## src/rtl/enabled_shift_register.sv

```systemverilog
// enabled_shift_register: clock-enabled universal shift register with a counted multi-shift sequencer
module enabled_shift_register #(
  parameter int WIDTH = 4,
  parameter int CNT_W = 3
) (
  input  logic             clk,
  input  logic             rst,
  input  logic             enb,
  input  logic [1:0]       mode,
  input  logic             rot,
  input  logic             s_in_l,
  input  logic             s_in_r,
  input  logic [WIDTH-1:0] d,
  input  logic             start,
  input  logic [CNT_W-1:0] amount,
  output logic [WIDTH-1:0] q,
  output logic             s_out,
  output logic             busy,
  output logic             done
);
  typedef enum logic {IDLE, SHIFT} state_t;
  state_t state, state_n;
  logic [CNT_W-1:0] cnt, cnt_n;
  logic dir, dir_n, rot_l, rot_n, s_out_n, done_n, sh_rot;
  logic [WIDTH-1:0] q_n, right_q, left_q;
  always_comb begin
    sh_rot = state == SHIFT ? rot_l : rot;
    right_q = {sh_rot ? q[0] : s_in_r, q[WIDTH-1:1]};
    left_q = {q[WIDTH-2:0], sh_rot ? q[WIDTH-1] : s_in_l};
    state_n = state;
    cnt_n = cnt;
    dir_n = dir;
    rot_n = rot_l;
    q_n = q;
    s_out_n = s_out;
    done_n = 1'b0;
    if (enb) begin
      if (state == SHIFT) begin
        q_n = dir ? left_q : right_q;
        s_out_n = dir ? q[WIDTH-1] : q[0];
        cnt_n = cnt - 1'b1;
        state_n = cnt == 1 ? IDLE : SHIFT;
        done_n = cnt == 1;
      end else if (start && (mode[1] ^ mode[0])) begin
        done_n = amount == '0;
        state_n = amount == '0 ? IDLE : SHIFT;
        cnt_n = amount;
        dir_n = mode[1];
        rot_n = rot;
      end else if (mode == 2'b11) begin
        q_n = d;
      end else if (mode != 2'b00) begin
        q_n = mode[1] ? left_q : right_q;
        s_out_n = mode[1] ? q[WIDTH-1] : q[0];
      end
    end
  end
  always_ff @(posedge clk) begin
    if (rst) begin
      state <= IDLE;
      cnt <= '0;
      dir <= 1'b0;
      rot_l <= 1'b0;
      q <= '0;
      s_out <= 1'b0;
      done <= 1'b0;
    end else begin
      state <= state_n;
      cnt <= cnt_n;
      dir <= dir_n;
      rot_l <= rot_n;
      q <= q_n;
      s_out <= s_out_n;
      done <= done_n;
    end
  end
  assign busy = state == SHIFT;
endmodule

```

## config.mk

```make
export PLATFORM = sky130hd
export DESIGN_NAME = enabled_shift_register
export DESIGN_NICKNAME = d
export VERILOG_FILES = /design/src/rtl/enabled_shift_register.sv
export SDC_FILE = /design/constraint.sdc
export NUM_CORES = 1
export LEC_CHECK = 0
export CORE_ASPECT_RATIO = 1.4
export CORE_MARGIN = 1.5
export CORE_UTILIZATION = 45
export CTS_CLUSTER_DIAMETER = 150
export DETAILED_ROUTE_END_ITERATION = 16
export GPL_TIMING_DRIVEN = 0
export PLACE_DENSITY = 0.75
export RECOVER_POWER = 100
export SKIP_LAST_GASP = 1
export SLEW_MARGIN = 5
export SYNTH_ARGS = -nofsm -noshare
export SYNTH_HDL_FRONTEND = slang
export SYNTH_SLANG_ARGS = --single-unit
```

## constraint.sdc

```tcl
create_clock -name clk -period 3.2 [get_ports clk]
set_input_delay 0.96 -clock clk [delete_from_list [all_inputs] [get_ports clk]]
set_output_delay 0.96 -clock clk [all_outputs]
set_load 0.005 [all_outputs]
```

==> results.py <==
metrics = {
    "outcome": {
        "status": "completed",
    },
    "pwr": {
        "powerDensity_nw_per_um2": 344,
        "power_mw": 0.382,
        "leakage_nw": 0.435,
        "ir_drop_v": 0.000189,
    },
    "detailed_routing": {
        "wl_um": 2030,
        "drt.antenna.violating_nets": 0,
        "wl_per_cell_um": 13.8,
        "drc": 0,
        "dr.pass1.iters": 4,
        "drt_iter0_drc": 3,
        "num_vias": 864,
        "viasPerCell": 5.88,
    },
    "synthesis": {
        "post-synth-top-area-cell": "dfxtp_1",
        "synth_area_leaders": "dfxtp_1, a21oi_1, ha_1",
        "synth_area_um2": 843,
        "ys_warn_count": 0,
        "yosysTopAreaCellShare_pct": 28.5,
        "synthDistinctLibCells": 35,
        "synth_cells": 102,
        "synth.avg_cell_area_um2": 8.27,
        "synthesis.nets": 122,
        "synth_seq_cells": 12,
        "ys_seq_area_share_pct": 28.5,
    },
    "die": {
        "core_um2": 1760,
        "core.rowCount": 18,
        "initial_core_util_pct": 48.0,
        "die_y_um": 54.2,
        "die_w_um": 39.6,
        "die-area_um2": 2150,
        "io_pins": 23,
    },
    "job": {
        "cap_violations": 0,
    },
    "timing": {
        "fin_crit_ps": 2820,
        "worstMarginPinSlew_ps": 489,
        "final-hold-violation-count": 0,
        "fmax_ghz": 0.354,
        "fin_skew_ps": 6.86,
        "max_slew_margin_pct": 67.4,
        "rsz0062_at_grt": "false",
        "setup_violations": 0,
        "tns_ps": 0,
        "finalMaxSlewViolations": 0,
        "fin_crit_sh_pct": 88.3,
    },
    "grt": {
        "overflow": 0,
        "met3_usage_pct": 3.25,
        "grt_pass1_vias": 813,
        "grt_pass1_wl_um": 3330,
        "antenna_found_initial": 0,
        "grt_max_degree": 11,
        "grt_use_total_pct": 22.0,
        "busiest_layer": "met2",
        "grt_use_met2_pct": 37.7,
        "grt_use_met1_pct": 25.7,
    },
    "cells_and_area": {
        "syn_to_final_growth_pct": 31.8,
        "layout-drive-gt1-share_pct": 9.45,
        "final_common_cell": "clkdlybuf4s50_1",
        "nNetsFinal": 149,
        "final_cell_mix": "clkdlybuf4s50_1, dfxtp_1, nor2_1, a21oi_1, dlygate4sd3_1",
        "post-route-util_pct": 63.2,
        "antenna_cells": 0,
        "final_cells": 147,
    },
    "placement": {
        "placed_cells": 144,
        "numPortBuffers": 22,
        "hpwl_um": 1540,
        "globalplace.congestion": 0.764,
    },
    "setup_path": {
        "cp_slowest_cell": "dlygate4sd3_1",
        "critical-path-max-stage-delay_ps": 700,
        "worstSetupPathType": "in -> reg",
        "path_cells": "dlygate4sd3_1, inv_1, ha_1, nand2_1, a21o_1, and2_0, a311oi_1",
        "cp-start-kind": "input port",
        "critical_path_buf_inv_count": 2,
        "path_max_fanout": 7,
        "endpoint_kind": "register",
        "cp.arrival_ps": 3010,
        "critPathRequiredTime_ps": 3380,
        "startpoint": "mode[1]",
        "worstReg2RegStart": "busy",
        "path_delay_family": "buffers and inverters",
    },
    "clock_network": {
        "cts-hold-fix-buffers": 0,
        "h-tree-depth": 1,
        "cts_root_buffer": "clkbuf_4",
        "post-cts-setup-buffer-count": 0,
        "clk_pin_slew_worst_paths_ps": 80,
        "cts_tree": "built",
        "numCtsBuffers": 3,
        "cts_sinks": 12,
        "insertion_delay_ps": 270,
        "ctsLongestPathBuffers": 2,
        "cts_resized": 0,
    },
    "min_path": {
        "hold_path_class": "reg -> reg",
        "min_from": "s_out",
    },
}
[flip-flops by register name, indices dropped and copies added (netlist names)]
register  flops
q             4
dir           1
s_out         1
rot_l         1
busy          1
done          1
cnt           3
[through the flow]
step                      setup slack, ps  instance area (um2)  hold WS (ps)
after floorplan                      1130                  843           472
after global placement                221                 1090           489
after detailed placement              248                 1090           496
after CTS                             509                 1110           507
after global routing                  288                 1110           528
final                                 375                 1110           500
[cells by family after synthesis]
family / after synthesis / share of synthesized area [%]
multiplexers: 5 / 8.31
flip-flops: 12 / 28.5
buffers and inverters: 12 / 6.82
AO/OA/AOI/OAI: 39 / 32.6
adder cells (fa/ha/maj): 4 / 5.93
AND/OR/NAND/NOR: 30 / 17.8
[area by class of cell]
class	count	area, um2
Timing Repair Buffer	22	220
Buffer	6	35.0
Fill cell	165	646
Tap cell	20	25.0
Inverter	6	22.5
Clock buffer	3	22.5
Multi-Input combinational cell	78	546
Sequential cell	12	240
[worst min-delay path, stage by stage (launching register included)]
cell	delay (ps)
dfxtp_1	310
nor2_1	90
a211oi_1	50
[report_power, final]
| group | switching, mW | leakage [nW] | internal, mW | total, mW |
|---|---|---|---|---|
| Combinational | 0.0525 | 0.323 | 0.0622 | 0.115 |
| Sequential | 0.0127 | 0.0984 | 0.160 | 0.173 |
| Clock | 0.0509 | 0.0138 | 0.0436 | 0.0944 |
[layer usage]
metal | part of all wire, % | vias up | wire length [um]
li1 | - | 426 | -
met1 | 43 | 394 | 878
met2 | 50 | 34 | 1010
met3 | 4.7 | 10 | 95
met4 | 2.4 | 0 | 48
met5 | 0 | - | 0
[worst paths after layout]
path,to,slack [ps],cells after the start
setup reg to reg,q[3],1840,5
hold / removal,s_out,500,2
hold reg to reg,s_out,500,2
setup / recovery,q[1],380,7
[cell usage after synthesis, drive strengths merged]
| library cell | n |
|---|---|
| and2 | 2 |
| dfxtp | 12 |
| o22a | 1 |
| o2bb2ai | 1 |
| a21o | 2 |
| nor3b | 2 |
| o31ai | 1 |
| mux2 | 3 |
| nand2 | 6 |
| nand2b | 5 |
| o21a | 2 |
| clkbuf | 1 |
| a21oi | 10 |
| a22oi | 1 |
| nor2 | 10 |
| o21ai | 4 |
| ha | 4 |
| a21boi | 1 |
| nand3 | 1 |
| a311oi | 5 |
| inv | 6 |
| o21bai | 1 |
| mux2i | 2 |
| nor3 | 2 |
| nand4b | 1 |
| a211oi | 4 |
| buf | 5 |
| o211ai | 4 |
| nand3b | 1 |
| a31oi | 2 |
Power figures use the tool's default switching activity.
